$ cat src/rtl/bin_to_bcd_seq.sv
// bin_to_bcd_seq: sequential double-dabble binary to BCD converter
// with optional two's complement input and saturating overflow.
//
// Ports:
//   i_Clk      clock, rising edge
//   i_Rst      synchronous active-high reset
//   i_Start    conversion request, taken only when idle
//   i_Binary   WIDTH-bit value, captured with an accepted start
//   i_Signed   1 = i_Binary is two's complement
//   o_BCD      DIGITS packed BCD digits, digit 0 in bits [3:0]
//   o_Sign     result is negative
//   o_Overflow magnitude does not fit in DIGITS digits
//   o_Busy     conversion in progress (LOAD..DONE)
//   o_DV       one-cycle pulse when the result outputs update
module bin_to_bcd_seq #(
  parameter int WIDTH  = 8,
  parameter int DIGITS = 3
) (
  input  logic                  i_Clk,
  input  logic                  i_Rst,
  input  logic                  i_Start,
  input  logic [WIDTH-1:0]      i_Binary,
  input  logic                  i_Signed,
  output logic [4*DIGITS-1:0]   o_BCD,
  output logic                  o_Sign,
  output logic                  o_Overflow,
  output logic                  o_Busy,
  output logic                  o_DV
);

  localparam int CW = $clog2(WIDTH + 1);
  localparam int BW = 4 * DIGITS;

  typedef enum logic [2:0] {
    S_IDLE,
    S_LOAD,
    S_ADJUST,
    S_SHIFT,
    S_DONE
  } state_t;

  state_t            state;
  logic [WIDTH-1:0]  bin_q;
  logic              sgn_q;
  logic [WIDTH-1:0]  mag;
  logic [BW-1:0]     digits;
  logic [BW-1:0]     adj;
  logic              neg;
  logic              ovf;
  logic [CW-1:0]     cnt;

  // Digits are adjusted independently; no carry crosses a digit.
  always_comb begin
    adj = digits;
    for (int k = 0; k < DIGITS; k++) begin
      if (digits[4*k +: 4] >= 4'd5)
        adj[4*k +: 4] = digits[4*k +: 4] + 4'd3;
    end
  end

  always_ff @(posedge i_Clk) begin
    if (i_Rst) begin
      state      <= S_IDLE;
      bin_q      <= '0;
      sgn_q      <= 1'b0;
      mag        <= '0;
      digits     <= '0;
      neg        <= 1'b0;
      ovf        <= 1'b0;
      cnt        <= '0;
      o_BCD      <= '0;
      o_Sign     <= 1'b0;
      o_Overflow <= 1'b0;
      o_Busy     <= 1'b0;
      o_DV       <= 1'b0;
    end else begin
      o_DV <= 1'b0;
      unique case (state)
        S_IDLE: begin
          if (i_Start) begin
            bin_q  <= i_Binary;
            sgn_q  <= i_Signed;
            o_Busy <= 1'b1;
            state  <= S_LOAD;
          end
        end
        S_LOAD: begin
          // Negating -2^(WIDTH-1) wraps to itself, which is
          // exactly the unsigned magnitude wanted.
          if (sgn_q && bin_q[WIDTH-1]) begin
            mag <= ~bin_q + WIDTH'(1);
            neg <= 1'b1;
          end else begin
            mag <= bin_q;
            neg <= 1'b0;
          end
          digits <= '0;
          ovf    <= 1'b0;
          cnt    <= '0;
          state  <= S_ADJUST;
        end
        S_ADJUST: begin
          digits <= adj;
          state  <= S_SHIFT;
        end
        S_SHIFT: begin
          {digits, mag} <= {digits[BW-2:0], mag, 1'b0};
          // A bit leaving the top digit means the value
          // needs more digits than we have.
          if (digits[BW-1])
            ovf <= 1'b1;
          cnt <= cnt + CW'(1);
          if (cnt == CW'(WIDTH - 1))
            state <= S_DONE;
          else
            state <= S_ADJUST;
        end
        S_DONE: begin
          o_BCD      <= ovf ? {DIGITS{4'h9}} : digits;
          o_Sign     <= neg;
          o_Overflow <= ovf;
          o_DV       <= 1'b1;
          o_Busy     <= 1'b0;
          state      <= S_IDLE;
        end
        default: state <= S_IDLE;
      endcase
    end
  end

endmodule
$ cat config.mk
export PLATFORM = sky130hd
export DESIGN_NAME = bin_to_bcd_seq
export DESIGN_NICKNAME = d
export VERILOG_FILES = /design/src/rtl/bin_to_bcd_seq.sv
export SDC_FILE = /design/constraint.sdc
export NUM_CORES = 1
export LEC_CHECK = 0
export CAP_MARGIN = 25
export CORE_MARGIN = 8
export CORE_UTILIZATION = 60
export CTS_BUF_LIST = sky130_fd_sc_hd__clkbuf_4 sky130_fd_sc_hd__clkbuf_8 sky130_fd_sc_hd__clkbuf_16
export DETAILED_ROUTE_END_ITERATION = 12
export HOLD_SLACK_MARGIN = 0.03
export PLACE_DENSITY = 0.91
export RECOVER_POWER = 100
export SLEW_MARGIN = 25
export SYNTH_ARGS = -nofsm -noshare
export SYNTH_HDL_FRONTEND = slang
export SYNTH_SLANG_ARGS = --single-unit
$ cat constraint.sdc
create_clock -name i_Clk -period 3.5 [get_ports i_Clk]
set_input_delay 0.35 -clock i_Clk [delete_from_list [all_inputs] [get_ports i_Clk]]
set_output_delay 0.35 -clock i_Clk [all_outputs]
set_load 0.01 [all_outputs]
==> run_results.csv <==
group,metric,value,unit
run_status,status,"complete, no violations",
drt,vias,2279,
worst_setup_path,crit_chain,"nor2_1 > or2_0 > a211oi_1 > o32ai_1",
worst_setup_path,setup.worst_path.start_class,"flop",
die,ios,28,
placement,place_area,2870,µm²
clock_network,clock_path_buffers,2,
global_route,overflow,0,
synthesis,ys_seq_elements,54,
die,chipWidth,82.4,µm
clock_network,numCtsBuffers,5,
finish,finish.instance_area,2980,µm²
drt,drt-wirelength-per-cell,16.2,µm
sta,finalHoldViolations,0,
sta,max-slew-margin-rel,48.5,%
synthesis,ys_seq_area_share,40.8,%
synthesis,yosysTopAreaCell,"dfxtp_1",
global_route,antenna_found_initial,0,
sta,tightest_slew,0.773,ns
sta,setup_ws,1.46,ns
synthesis,synth.cell_area,2650,µm²
global_route,grt_first_pass_wirelength,10100,µm
synthesis,synth_edf_count,0,
drt,drt_iter0_markers,184,
worst_setup_path,crit_type,"flop to flop",
worst_setup_path,startpoint,"state[1]",
synthesis,yosys_warnings,0,
synthesis,synth_ff_type,"dfxtp_1",
power_and_ir_drop,power.density,430,nW/µm²
die,std_cell_rows,24,
die,core_area,4290,µm²
global_route,grtUsageMet1,21.0,%
worst_setup_path,cp.depth,4,
clock_network,path_clk_slew,0.10,ns
synthesis,ys_top_cells_by_area,"dfxtp_1 41%, a21oi_1 6.6%, nand2_1 5.4%",
finish,antennaDiodeCount,0,
worst_setup_path,crit_buf_inv,0,
sta,hold_ws,0.454,ns
worst_setup_path,path_max_fanout,17,
clock_network,cts_resized,0,
synthesis,synth.top_cell.area_share,40.8,%
worst_setup_path,r2r_cells,4,
clock_network,cts_num_sinks,54,
synthesis,synth_cell_type_count,46,
die,start_util,61.7,%
drt,vias_per_cell,6.13,
sta,finClkSkew,0.00390,ns
sta,fin_crit_sh,58.3,%
synthesis,syn-num-nets,325,
global_route,grtUsageTotal,19.2,%
global_route,grt_busiest_layer,"met2",
worst_setup_path,cpLargestDelayFamily,"simple AND/OR/NAND/NOR gates",
hold_path,hp-start,"o_BCD[5]",
clock_network,clkLatencyLatePin,0.31,ns
clock_network,cts_hold_buf,0,
worst_setup_path,critPathMaxStageDelay,0.68,ns
synthesis,synth_cells,305,
die,die_h,82.4,µm
job,drv_cap,0,
sta,fmax,490,MHz
placement,detailedPlacementHpwl,4160,µm
sta,slew_viol_final,0,
hold_path,hold_path_depth,2,
global_route,gr-usage-met2,33.3,%
worst_setup_path,cp.arrival,2.23,ns
placement,place_ws,1.47,ns
global_route,met3_usage,4.76,%
finish,fin_util,69.3,%
clock_network,cts_tree,"built",
synthesis,synth-async-reset-ratio,0,%
clock_network,htreeDepth,2,
worst_setup_path,crit_required,3.69,ns
finish,final_nets,339,
power_and_ir_drop,max-vdd-ir-drop,0.304,mV
worst_setup_path,end_kind,"flop",
hold_path,holdCritPathClass,"flop to flop",
placement,globalplace.congestion,0.891,
clock_network,postCtsSetupBuffers,0,
global_route,grt_max_degree,59,
drt,routed_wirelength,6020,µm
finish,drive_gt1_share,8.13,%
die,dieArea,6790,µm²
clock_network,root_buffer,"clkbuf_8",
sta,fin_setup_tns,0,ns
sta,setup_violations,0,
global_route,first_global_vias,2212,
drt,drtAntennaViolNets,0,
sta,period_needed,2.04,ns
worst_setup_path,cpMaxStageDelayCell,"dfxtp_1",
worst_setup_path,worstReg2RegStart,"state[1]",
drt,drc,0,
finish,syn2layout_area_growth,12.5,%
placement,io_buffers,27,
power_and_ir_drop,leakagePower,1.04,nW
drt,firstDrtPassIters,4,
sta,rsz0062_at_grt,"no",
synthesis,synth.avg_cell_area,8.68,µm²
==> per-layer routing <==
layer,vias to the layer above,part of all wire (%)
met5,-,0
met4,0,2.9
met3,15,4.0
met2,53,51
met1,1093,42
li1,1118,-
==> layout make-up <==
type                       instances  area (µm²)
timing repair buffer              27         268
inverter                           8        30.0
sequential                        54        1080
clock inverter                     3        43.8
fill                             332        1320
multi-input combinational        223        1420
tap                               52        65.1
clock buffer                       5        68.8
==> sequential cells by signal (all words and copies together) (netlist names) <==
name / count
bin_q: 8
mag: 8
o_BCD: 12
ovf: 1
o_Sign: 1
neg: 1
sgn_q: 1
digits: 12
o_DV: 1
cnt: 4
o_Busy: 1
state: 3
o_Overflow: 1
==> path summary, 6_finish.rpt <==
path | slack [ns] | to
setup reg to reg | 1.46 | digits[2]
setup / recovery | 1.46 | digits[2]
hold reg to reg | 0.45 | o_BCD[5]
hold / removal | 0.45 | o_BCD[5]
==> power by group <==
group	leakage [nW]	switching (W)	internal (W)
registers	0.438	0.0000293	0.000636
clock network	0.0585	0.000215	0.000215
logic	0.546	0.000114	0.0000721
total	1.04	0.000358	0.000923
==> cell usage in the layout, fill, tap and decap left out, types with 5 or more instances in the layout <==
master,count
a211oi_2,8
clkdlybuf4s50_1,10
xnor2_1,5
nor2_1,19
nor3_1,22
clkbuf_8,5
ha_1,8
nand2b_1,11
a21oi_1,35
a211oi_1,7
dlygate4sd3_1,16
a22oi_1,5
nand3b_1,7
o21ai_0,7
dfxtp_1,54
inv_1,8
nand2_1,38
==> synthesized netlist by cell type (4+ instances only) <==
cell type  instances
nand2b_1          11
xnor2_1            5
nand2_1           38
buf_2              6
a211oi_2           8
nand3b_1           7
o21ai_0            7
a22oi_1            5
a211oi_1           7
clkbuf_1           9
inv_1              8
ha_1               8
a21oi_1           35
nor2_1            18
dfxtp_1           54
nor3_1            22
or3_1              4
==> tightest hold or removal path, delay by kind of cell (launching register included) <==
family	cells	cell delay, ns
and+or+nand+nor	1	0.05
DFF	1	0.32
AOI/OAI and AO/OA	1	0.05
==> kinds of logic (layout without fill, tap and decap cells) <==
family	Yosys count	in the layout	synth area share [%]
mux	2	2	0.803
xor+xnor	5	5	1.65
simple gates	122	122	24.7
buf+inv	28	43	5.39
flops	54	54	40.8
fa+ha+maj	8	8	3.78
compound gates	86	86	22.8
==> metrics by stage <==
step | power, W | cells
after floorplan | 0.000822 | 305
after global placement | 0.000854 | 364
after detailed placement | 0.000864 | 364
after CTS | 0.00129 | 372
after global routing | 0.00133 | 372
final | 0.00128 | 372
No activity file was read; power rests on OpenSTA's default activity.
